File: src/rtl/processor_pkg.sv
// -----------------------------------------------------------------------------
// processor_pkg
// Shared definitions for the boot-time memory loader:
//   - memory geometry (RAM2Kx32): ADDRESS_WIDTH, DATA_WIDTH, MEM_DEPTH
//   - active-low strobe levels STROBE_ON / STROBE_OFF
//   - loader_state_t, the loader session state enum
// -----------------------------------------------------------------------------
package processor_pkg;

    localparam int ADDRESS_WIDTH = 11;
    localparam int DATA_WIDTH    = 32;
    localparam int MEM_DEPTH     = 2048;

    // Memory strobes (cen/wen/oen) are active-low
    localparam logic STROBE_ON  = 1'b0;
    localparam logic STROBE_OFF = 1'b1;

    typedef enum logic [2:0] {
        IDLE    = 3'd0,
        LOAD_IM = 3'd1,
        LOAD_DM = 3'd2,
        DRAIN   = 3'd3,
        RELEASE = 3'd4,
        RUN     = 3'd5
    } loader_state_t;

endpackage

File: src/rtl/load_port_driver.sv
// -----------------------------------------------------------------------------
// load_port_driver
// Registered write-port driver for one memory. An accept pulse in cycle N
// produces a single write (cen=0, wen=0, oen=1) in cycle N+1 at the given
// index with the given data; strobes are inactive in every other cycle.
// Ports:
//   clk, rst        clock, synchronous active-high reset
//   accept          word accepted for this memory this cycle
//   index, data     word address and word value to write
//   cen, wen, oen   active-low memory strobes (registered)
//   addr, datain    memory address / write data (registered, held between writes)
// -----------------------------------------------------------------------------
module load_port_driver
    import processor_pkg::*;
#(
    parameter int AW = ADDRESS_WIDTH,
    parameter int DW = DATA_WIDTH
) (
    input  logic          clk,
    input  logic          rst,
    input  logic          accept,
    input  logic [AW-1:0] index,
    input  logic [DW-1:0] data,
    output logic          cen,
    output logic          wen,
    output logic          oen,
    output logic [AW-1:0] addr,
    output logic [DW-1:0] datain
);

    logic          cen_q, cen_d;
    logic          wen_q, wen_d;
    logic          oen_q, oen_d;
    logic [AW-1:0] addr_q, addr_d;
    logic [DW-1:0] datain_q, datain_d;

    // Next write-port values: one write cycle per accepted word
    always_comb begin
        oen_d = STROBE_OFF;
        if (accept) begin
            cen_d    = STROBE_ON;
            wen_d    = STROBE_ON;
            addr_d   = index;
            datain_d = data;
        end else begin
            cen_d    = STROBE_OFF;
            wen_d    = STROBE_OFF;
            addr_d   = addr_q;
            datain_d = datain_q;
        end
    end

    // Write-port registers
    always_ff @(posedge clk) begin
        if (rst) begin
            cen_q    <= STROBE_OFF;
            wen_q    <= STROBE_OFF;
            oen_q    <= STROBE_OFF;
            addr_q   <= {AW{1'b0}};
            datain_q <= {DW{1'b0}};
        end else begin
            cen_q    <= cen_d;
            wen_q    <= wen_d;
            oen_q    <= oen_d;
            addr_q   <= addr_d;
            datain_q <= datain_d;
        end
    end

    assign cen    = cen_q;
    assign wen    = wen_q;
    assign oen    = oen_q;
    assign addr   = addr_q;
    assign datain = datain_q;

endmodule

File: src/rtl/mem_loader.sv
// -----------------------------------------------------------------------------
// mem_loader
// Boot-time initiator for the processor memory load port. After a start pulse
// it takes im_words stream words into instruction memory, then dm_words into
// data memory (each clamped to MEM_DEPTH), holding the core in reset, then
// drains the last write, drops loading, and releases core_rst_n.
// Ports:
//   clk, rst                 clock, synchronous active-high reset
//   start                    one-cycle session request (honoured in IDLE only)
//   im_words, dm_words       word counts, ADDRESS_WIDTH+1 bits
//   in_valid/in_data/in_ready  stream handshake (in_ready registered)
//   loading                  processor loading select
//   im_*_load, dm_*_load     active-low strobes, address and data per memory
//   core_rst_n               processor reset, low until release
//   busy, done               session in progress / one-cycle release pulse
//   checksum                 only with LOADER_CHECKSUM_EN: mod-2^DATA_WIDTH sum
//                            of the words accepted this session
// -----------------------------------------------------------------------------
module mem_loader #(
    parameter int ADDRESS_WIDTH = processor_pkg::ADDRESS_WIDTH,
    parameter int DATA_WIDTH    = processor_pkg::DATA_WIDTH,
    parameter int MEM_DEPTH     = processor_pkg::MEM_DEPTH
) (
    input  logic                     clk,
    input  logic                     rst,
    input  logic                     start,
    input  logic [ADDRESS_WIDTH:0]   im_words,
    input  logic [ADDRESS_WIDTH:0]   dm_words,
    input  logic                     in_valid,
    input  logic [DATA_WIDTH-1:0]    in_data,
    output logic                     in_ready,
    output logic                     loading,
    output logic                     im_cen_load,
    output logic                     im_wen_load,
    output logic                     im_oen_load,
    output logic [ADDRESS_WIDTH-1:0] im_addr_load,
    output logic [DATA_WIDTH-1:0]    im_datain_load,
    output logic                     dm_cen_load,
    output logic                     dm_wen_load,
    output logic                     dm_oen_load,
    output logic [ADDRESS_WIDTH-1:0] dm_addr_load,
    output logic [DATA_WIDTH-1:0]    dm_datain_load,
    output logic                     core_rst_n,
    output logic                     busy,
    output logic                     done
`ifdef LOADER_CHECKSUM_EN
    ,
    output logic [DATA_WIDTH-1:0]    checksum
`endif
);

    import processor_pkg::*;

    localparam int              CW      = ADDRESS_WIDTH + 1;
    localparam logic [CW-1:0]   DEPTH_W = CW'(MEM_DEPTH);
    localparam logic [CW-1:0]   ZERO_W  = {CW{1'b0}};
    localparam logic [CW-1:0]   ONE_W   = {{ADDRESS_WIDTH{1'b0}}, 1'b1};

    loader_state_t state_q, state_d;
    logic [CW-1:0] im_words_q, im_words_d, dm_words_q, dm_words_d;
    logic [CW-1:0] idx_q, idx_d;
    logic [CW-1:0] im_clamp_s, dm_clamp_s, idx_inc_s, target_s;
    logic          session_start_s, accept_s, last_s, im_accept_s, dm_accept_s;
    logic          in_ready_q, in_ready_d, loading_q, loading_d;
    logic          busy_q, busy_d, done_q, done_d, core_rst_n_q, core_rst_n_d;

    assign session_start_s = (state_q == IDLE) && start;
    assign accept_s        = in_valid && in_ready_q;
    assign im_accept_s     = accept_s && (state_q == LOAD_IM);
    assign dm_accept_s     = accept_s && (state_q == LOAD_DM);
    assign idx_inc_s       = idx_q + ONE_W;
    assign last_s          = (idx_inc_s == target_s);

    // Clamp requested counts to the memory depth; pick the active phase's count
    always_comb begin
        if (im_words > DEPTH_W) im_clamp_s = DEPTH_W;
        else                    im_clamp_s = im_words;
        if (dm_words > DEPTH_W) dm_clamp_s = DEPTH_W;
        else                    dm_clamp_s = dm_words;
        if (state_q == LOAD_IM) target_s = im_words_q;
        else                    target_s = dm_words_q;
    end

    // Session counts are latched at start; word index restarts per memory
    always_comb begin
        if (session_start_s) begin
            im_words_d = im_clamp_s;
            dm_words_d = dm_clamp_s;
        end else begin
            im_words_d = im_words_q;
            dm_words_d = dm_words_q;
        end
        if (accept_s) begin
            if (last_s) idx_d = ZERO_W;
            else        idx_d = idx_inc_s;
        end else begin
            idx_d = idx_q;
        end
    end

    // Next-state logic
    always_comb begin
        state_d = state_q;
        case (state_q)
            IDLE: begin
                if (!start)                 state_d = IDLE;
                else if (im_clamp_s != ZERO_W) state_d = LOAD_IM;
                else if (dm_clamp_s != ZERO_W) state_d = LOAD_DM;
                else                        state_d = DRAIN;
            end
            LOAD_IM: begin
                if (accept_s && last_s) begin
                    if (dm_words_q != ZERO_W) state_d = LOAD_DM;
                    else                      state_d = DRAIN;
                end else begin
                    state_d = LOAD_IM;
                end
            end
            LOAD_DM: begin
                if (accept_s && last_s) state_d = DRAIN;
                else                    state_d = LOAD_DM;
            end
            DRAIN:   state_d = RELEASE;
            RELEASE: state_d = RUN;
            RUN:     state_d = RUN;
            default: state_d = IDLE;
        endcase
    end

    // Next values of the registered control outputs. in_ready is cleared in
    // the cycle the session's final word is accepted, so no extra word is taken.
    always_comb begin
        in_ready_d   = 1'b0;
        loading_d    = 1'b0;
        busy_d       = 1'b0;
        done_d       = 1'b0;
        core_rst_n_d = 1'b0;
        case (state_q)
            IDLE: begin
                if (start) begin
                    loading_d  = 1'b1;
                    busy_d     = 1'b1;
                    in_ready_d = (im_clamp_s != ZERO_W) || (dm_clamp_s != ZERO_W);
                end else begin
                    loading_d  = 1'b0;
                    busy_d     = 1'b0;
                    in_ready_d = 1'b0;
                end
            end
            LOAD_IM: begin
                loading_d  = 1'b1;
                busy_d     = 1'b1;
                in_ready_d = !(accept_s && last_s && (dm_words_q == ZERO_W));
            end
            LOAD_DM: begin
                loading_d  = 1'b1;
                busy_d     = 1'b1;
                in_ready_d = !(accept_s && last_s);
            end
            DRAIN: begin
                busy_d = 1'b1;
            end
            RELEASE: begin
                core_rst_n_d = 1'b1;
                done_d       = 1'b1;
            end
            RUN: begin
                core_rst_n_d = 1'b1;
            end
            default: begin
                loading_d = 1'b0;
            end
        endcase
    end

    // State, counters and control-output registers
    always_ff @(posedge clk) begin
        if (rst) begin
            state_q      <= IDLE;
            im_words_q   <= ZERO_W;
            dm_words_q   <= ZERO_W;
            idx_q        <= ZERO_W;
            in_ready_q   <= 1'b0;
            loading_q    <= 1'b0;
            busy_q       <= 1'b0;
            done_q       <= 1'b0;
            core_rst_n_q <= 1'b0;
        end else begin
            state_q      <= state_d;
            im_words_q   <= im_words_d;
            dm_words_q   <= dm_words_d;
            idx_q        <= idx_d;
            in_ready_q   <= in_ready_d;
            loading_q    <= loading_d;
            busy_q       <= busy_d;
            done_q       <= done_d;
            core_rst_n_q <= core_rst_n_d;
        end
    end

    assign in_ready   = in_ready_q;
    assign loading    = loading_q;
    assign busy       = busy_q;
    assign done       = done_q;
    assign core_rst_n = core_rst_n_q;

    load_port_driver #(.AW(ADDRESS_WIDTH), .DW(DATA_WIDTH)) u_im_port (
        .clk    (clk),
        .rst    (rst),
        .accept (im_accept_s),
        .index  (idx_q[ADDRESS_WIDTH-1:0]),
        .data   (in_data),
        .cen    (im_cen_load),
        .wen    (im_wen_load),
        .oen    (im_oen_load),
        .addr   (im_addr_load),
        .datain (im_datain_load)
    );

    load_port_driver #(.AW(ADDRESS_WIDTH), .DW(DATA_WIDTH)) u_dm_port (
        .clk    (clk),
        .rst    (rst),
        .accept (dm_accept_s),
        .index  (idx_q[ADDRESS_WIDTH-1:0]),
        .data   (in_data),
        .cen    (dm_cen_load),
        .wen    (dm_wen_load),
        .oen    (dm_oen_load),
        .addr   (dm_addr_load),
        .datain (dm_datain_load)
    );

`ifdef LOADER_CHECKSUM_EN
    logic [DATA_WIDTH-1:0] checksum_q, checksum_d;

    // Running wrap-around sum of accepted words, restarted with each session
    always_comb begin
        if (session_start_s)  checksum_d = {DATA_WIDTH{1'b0}};
        else if (accept_s)    checksum_d = checksum_q + in_data;
        else                  checksum_d = checksum_q;
    end

    // Checksum register
    always_ff @(posedge clk) begin
        if (rst) checksum_q <= {DATA_WIDTH{1'b0}};
        else     checksum_q <= checksum_d;
    end

    assign checksum = checksum_q;
`endif

endmodule

File: config.mk
export PLATFORM = sky130hd
export DESIGN_NAME = mem_loader
export DESIGN_NICKNAME = d
export VERILOG_FILES = /design/src/rtl/processor_pkg.sv /design/src/rtl/load_port_driver.sv /design/src/rtl/mem_loader.sv
export SDC_FILE = /design/constraint.sdc
export NUM_CORES = 1
export LEC_CHECK = 0
export ABC_AREA = 1
export CORE_ASPECT_RATIO = 0.8
export CORE_MARGIN = 1.5
export CORE_UTILIZATION = 26
export CTS_BUF_LIST = sky130_fd_sc_hd__clkbuf_16
export CTS_CLUSTER_SIZE = 30
export DETAILED_ROUTE_END_ITERATION = 12
export SETUP_SLACK_MARGIN = 0.05
export SLEW_MARGIN = 20
export SYNTH_ARGS = -nofsm -noshare
export SYNTH_HDL_FRONTEND = slang
export SYNTH_SLANG_ARGS = --single-unit
File: constraint.sdc
create_clock -name clk -period 5.3 [get_ports clk]
set_clock_uncertainty 0.2 [all_clocks]
set_input_delay 1.06 -clock clk [delete_from_list [all_inputs] [get_ports clk]]
set_output_delay 1.06 -clock clk [all_outputs]
set_load 0.01 [all_outputs]
Word level (Yosys, flattened, before mapping)
Index checks and enable logic that the tools add are counted.
Widths: inputs -> output; s select.
Cells by class
  add/sub/neg operators: 1
  $lt $le $gt $ge: 2
  eq/ne operators: 6
  mux-type cells: 20
  reduce and logical (&&, ||, !) cells: 17
Operators by type and width (count)
  $mux 12: 4
  $reduce_bool 12->1: 3
  $gt 12x12->1 const B: 2
  $pmux 3 s5: 1
  $add 12x1->12 const B: 1
  $eq 12x12->1: 1
  $logic_not 12->1: 1
  $mux 1: 9
  $eq 3x2->1 const B: 2
  $eq 3x3->1 const B: 2
  $logic_and 1x1->1: 6
  $mux 2: 2
  $pmux 1 s2: 2
  $reduce_or 2->1: 2
  $eq 3x1->1 const B: 1
  $logic_not 3->1: 1
  $mux 3: 1
  $pmux 1 s3: 1
  $reduce_or 3->1: 1
  $logic_not 1->1: 2
  $logic_or 1x1->1: 1
Word-level totals
  register bits: 132
  input port bits: 60
  output and inout bits: 97
  logic and storage cells: 61

Logic depth before layout (Yosys ltp)
  word-level depth: 7
  gate-level depth with buffers: 16
  mapped depth without buffers: 16

Cells and area by module
From an unflattened synthesis, not the netlist that was laid out.
Second synthesis, totals
  cell total of the unflattened synthesis: 980
  area, all modules: 6391.1 µm²
Modules (own cells, without submodules)
  load_port_driver: instances 2, cells each 278, area an instance 1811.7 µm², sequential area each 880.8 µm²
  mem_loader: instances 1, cells each 424, area an instance 2767.7 µm², sequential area each 880.8 µm²

Least setup slack after synthesis
Ideal clock, no wire load.
  path kind: input port to flip-flop
  start point: input dm_words[4]
  end point: register state_q[0]
  setup time: 132 ps
  data arrival time: 2222 ps
  slack: 2746 ps
  stages on the path: 10
  cells stage by stage: nor3_1 -> nand3_1 -> o21ai_1 -> nand2_1 -> nand2_1 -> nand2_1 -> a21oi_1 -> nand2_1 -> inv_1 -> a21oi_1
On the way
  longest elaborated chain between the ends: 7
Ends and longest elaborated chain
  from (decl): RTL line mem_loader.sv:28  | input logic [ADDRESS_WIDTH:0] dm_words,
  $gt 12x12->1: RTL line mem_loader.sv:78  | if (dm_words > DEPTH_W) dm_clamp_s = DEPTH_W;
  $mux 12 *: RTL line mem_loader.sv:78
  $reduce_bool 12->1 *: RTL line mem_loader.sv:108  | else if (dm_clamp_s != ZERO_W) state_d = LOAD_DM;
  $mux 1 *: RTL line mem_loader.sv:108
  $mux 2 *: RTL line mem_loader.sv:107  | else if (im_clamp_s != ZERO_W) state_d = LOAD_IM;
  $mux 2 *: RTL line mem_loader.sv:106  | if (!start) state_d = IDLE;
  $pmux 3 s5 *: RTL line mem_loader.sv:104  | case (state_q)
  to (signal assigned): RTL line mem_loader.sv:189  | state_q <= state_d;
  to (decl): RTL line mem_loader.sv:59  | loader_state_t state_q, state_d;
Every way passes the cells marked *; elsewhere a longest branch is shown, timed or not.
A chain may end at the register's enable or synchronous reset.

Worst setup path in the final report
  start point: input in_valid
  end point: register u_im_port.addr_q[1], in the netlist u_im_port.addr[1]
On the way
  longest elaborated chain between the ends: 2
Ends and longest elaborated chain
  from (decl): RTL line mem_loader.sv:29  | input logic in_valid,
  $logic_and 1x1->1: RTL line mem_loader.sv:68  | assign accept_s = in_valid && in_ready_q;
  $logic_and 1x1->1: RTL line mem_loader.sv:69  | assign im_accept_s = accept_s && (state_q == LOAD_IM);
  to (signal assigned): RTL line load_port_driver.sv:59  | addr_q <= {AW{1'b0}};
  to (signal assigned): RTL line load_port_driver.sv:65  | addr_q <= addr_d;
  to (decl): RTL line load_port_driver.sv:34  | logic [AW-1:0] addr_q, addr_d;
Every way passes these cells.

==> run_results.csv <==
group,metric,value,unit
outcome,run_status,"finished, final reports clean",
clock_tree,cts_tree,"built",
timing,slew_headroom,28.3,%
finish,area_growth_syn_to_layout,40.0,%
critical_path,critPathSlowestCell,"clkinv_1",
route,top_layer_used,"met4",
clock_tree,hold_buffers,0,
route,first_pass_iters,5,
die,rows,48,
global_routing,grt_pass1_vias,5252,
route,drt_iter0_drc,445,
timing,max_freq,300,MHz
placed_design,port_buffers,154,
clock_tree,cts_buffer_depth,2,
run,max_cap_violations,0,
critical_path,setup.worst_path.end_class,"flip-flop",
placed_design,dpl.hpwl,12300,µm
critical_path,start_kind,"input pin",
clock_tree,cts_buffers,17,
placed_design,dp_cells,1213,
yosys,yosys_warnings,0,
route,ant_nets,0,
power_and_ir_drop,p_sw,0.000687,W
yosys,synth.avg_cell_area,6.94,µm²
die,core,21600,µm²
clock_tree,clk_latency,0.43,ns
yosys,seq_area_frac_synth,46.1,%
finish,drive_above_1_share,4.95,%
timing,hold_ws,0.275,ns
global_routing,grtUsageTotal,15.4,%
power_and_ir_drop,swShare,27.5,%
timing,finalCritPeriodShare,62.9,%
route,wl_met3,990,µm
global_routing,overflow,0,
clock_tree,post_cts_buffers,0,
clock_tree,path_clk_slew,0.06,ns
hold_path,hold_path.class,"reg2reg",
critical_path,max_stage_delay,0.83,ns
route,wl_met1,8620,µm
power_and_ir_drop,p_per_area,311,nW/µm²
finish,antenna_cells,0,
yosys,synthesis.area,5740,µm²
timing,tightest_slew,1.07,ns
clock_tree,cts_htree_levels,4,
power_and_ir_drop,power_leakage,3.31,nW
placed_design,gp_congestion,0.848,
die,die_h,136,µm
route,wl_met2,7970,µm
route,drc,0,
finish,fin_area,8030,µm²
timing,period_needed,3.33,ns
power_and_ir_drop,ir_worst_vdd,0.216,mV
power_and_ir_drop,p_int,0.00181,W
yosys,synth-seq-cells,132,
route,via_count,5742,
power_and_ir_drop,power_frac_clock,47.3,%
die,top_level_ports,157,
timing,rsz0062_at_grt,"no",
critical_path,path_common_cell,"nor2_1",
finish,final_core_util,37.1,%
global_routing,antenna_found_initial,0,
critical_path,path_cells,"clkdlybuf4s50_1, nand2_1, nor2_4, clkinv_1, nor2_1, nor2_1",
power_and_ir_drop,seqPwrFrac,41.8,%
die,die_x,169,µm
yosys,syn_inst,827,
global_routing,grt_first_pass_wirelength,27600,µm
critical_path,critPathMaxFanout,35,
clock_tree,cts_sinks,132,
critical_path,critPathRequiredTime,5.40,ns
timing,tns,0,ns
route,wire_per_inst,14.3,µm
route,drt_wl_total,17700,µm
finish,fin_cells,1245,
placed_design,placed_area,7450,µm²
finish,nets,1018,
yosys,yosysUniqueCellTypes,30,
die,start_util,26.5,%
critical_path,critPathKind,"in2reg",
timing,hold_viol,0,
global_routing,grt_max_degree,55,
clock_tree,cts_root_buf,"clkbuf_16",
timing,finalSetupViolCount,0,
clock_tree,cts_resized,0,
timing,drv_slew,0,
die,die-area,23000,µm²
critical_path,cp.arrival,3.44,ns
route,vias_per_cell,4.61,
power_and_ir_drop,power_frac_comb,10.9,%
kinds of logic (layout without fill, tap and decap cells):
logic type	count (synthesis)	count (layout)	synth area share, %
xor gates and xnor gates	2	2	0.305
and+or+nand+nor	423	423	30.7
buffers and inverters	105	247	7.68
adders and majority gates	1	1	0.218
AOI/OAI and AO/OA	163	163	15.0
DFF	132	132	46.1
other	1	2	0.0654
cell usage in the layout (no fill, tap or decap), types with 3 or more instances in the layout:
master / instances
nor3_1: 5
inv_6: 7
o21ai_0: 94
clkdlybuf4s50_1: 154
inv_8: 4
clkbuf_16: 17
nor2_1: 174
dfxtp_1: 132
a22oi_1: 3
a21oi_1: 49
a211oi_1: 11
inv_1: 52
buf_4: 6
nor2_4: 4
nand3b_1: 6
nor4_1: 4
nand3_1: 68
nand2_1: 151
nand4_1: 7
per-layer routing:
layer | vias up | GRT usage (%)
li1 | 2947 | -
met1 | 2622 | 21.2
met2 | 163 | 23.8
met3 | 10 | 3.96
met4 | 0 | 4.67
met5 | - | 0
power groups by stage:
stage	clock, W	sequential, W	combinational [W]
3_3_place_gp	0	0.00107	0.000269
4_1_cts	0.00121	0.00104	0.000272
6_report	0.00118	0.00104	0.000272
3_5_place_dp	0	0.00107	0.000271
5_1_grt	0.00126	0.00105	0.000304
2_1_floorplan	0	0.00106	0.000148
through the flow:
stage	setup WS, ns	total power (W)
2_1_floorplan	2.75	0.00121
3_3_place_gp	1.52	0.00134
3_5_place_dp	1.49	0.00134
4_1_cts	1.87	0.00253
5_1_grt	1.74	0.00261
6_report	1.97	0.00250
critical path: cells and delay by family:
family / cells / cell delay (ns)
simple gates: 4 / 1.05
buf+inv: 2 / 1.29
synth_stat cells:
| cell | n | share of area [%] |
|---|---|---|
| ha_1 | 1 | 0.22 |
| nor4_1 | 4 | 0.44 |
| buf_1 | 2 | 0.13 |
| o21ai_0 | 94 | 8.2 |
| nand2_2 | 2 | 0.22 |
| buf_2 | 4 | 0.35 |
| nand3_1 | 68 | 5.9 |
| a31oi_1 | 2 | 0.22 |
| a22oi_1 | 3 | 0.39 |
| buf_6 | 3 | 0.59 |
| a41oi_1 | 1 | 0.15 |
| conb_1 | 1 | 0.065 |
| nor3_1 | 5 | 0.44 |
| nor2_4 | 2 | 0.39 |
| a21boi_0 | 1 | 0.13 |
| nand3b_1 | 6 | 0.79 |
| buf_4 | 5 | 0.65 |
| clkbuf_1 | 36 | 2.4 |
| clkinv_1 | 2 | 0.13 |
| nand4_1 | 7 | 0.76 |
| inv_1 | 53 | 3.5 |
| a211oi_1 | 11 | 1.4 |
| dfxtp_1 | 132 | 46 |
| nand2_1 | 151 | 9.9 |
| xor2_1 | 1 | 0.15 |
| a21oi_1 | 49 | 4.3 |
| nor2_2 | 4 | 0.44 |
| o21ai_1 | 2 | 0.17 |
| xnor2_1 | 1 | 0.15 |
| nor2_1 | 174 | 11 |
flip-flops by register name (all words and copies together) (netlist names):
register          flops
in_ready              1
done                  1
busy                  1
core_rst_n            1
idx_q                12
u_im_port.addr       11
u_dm_port.wen         1
loading               1
u_im_port.wen         1
state_q               3
dm_words_q           12
u_dm_port.addr       11
u_dm_port.datain     32
u_im_port.datain     32
im_words_q           12
final timing paths:
check                startpoint                end  slack (ns)  cells after the start
hold / removal    im_words_q[0]      im_words_q[0]        0.28                      2
hold reg to reg   im_words_q[0]      im_words_q[0]        0.28                      2
setup / recovery       in_valid  u_im_port.addr[1]        1.97                      6
setup reg to reg     state_q[0]  u_im_port.addr[1]        2.44                      6
layout make-up:
type / count / area, µm²
clock buffers: 17 / 425
flip-flops and latches: 132 / 2640
inverters: 55 / 206
well taps: 275 / 344
repair buffers: 160 / 1590
multi-input cells: 591 / 2670
fillers: 2249 / 13600
clock inverters: 15 / 160
Note: power is estimated with default switching activity, not from simulation.
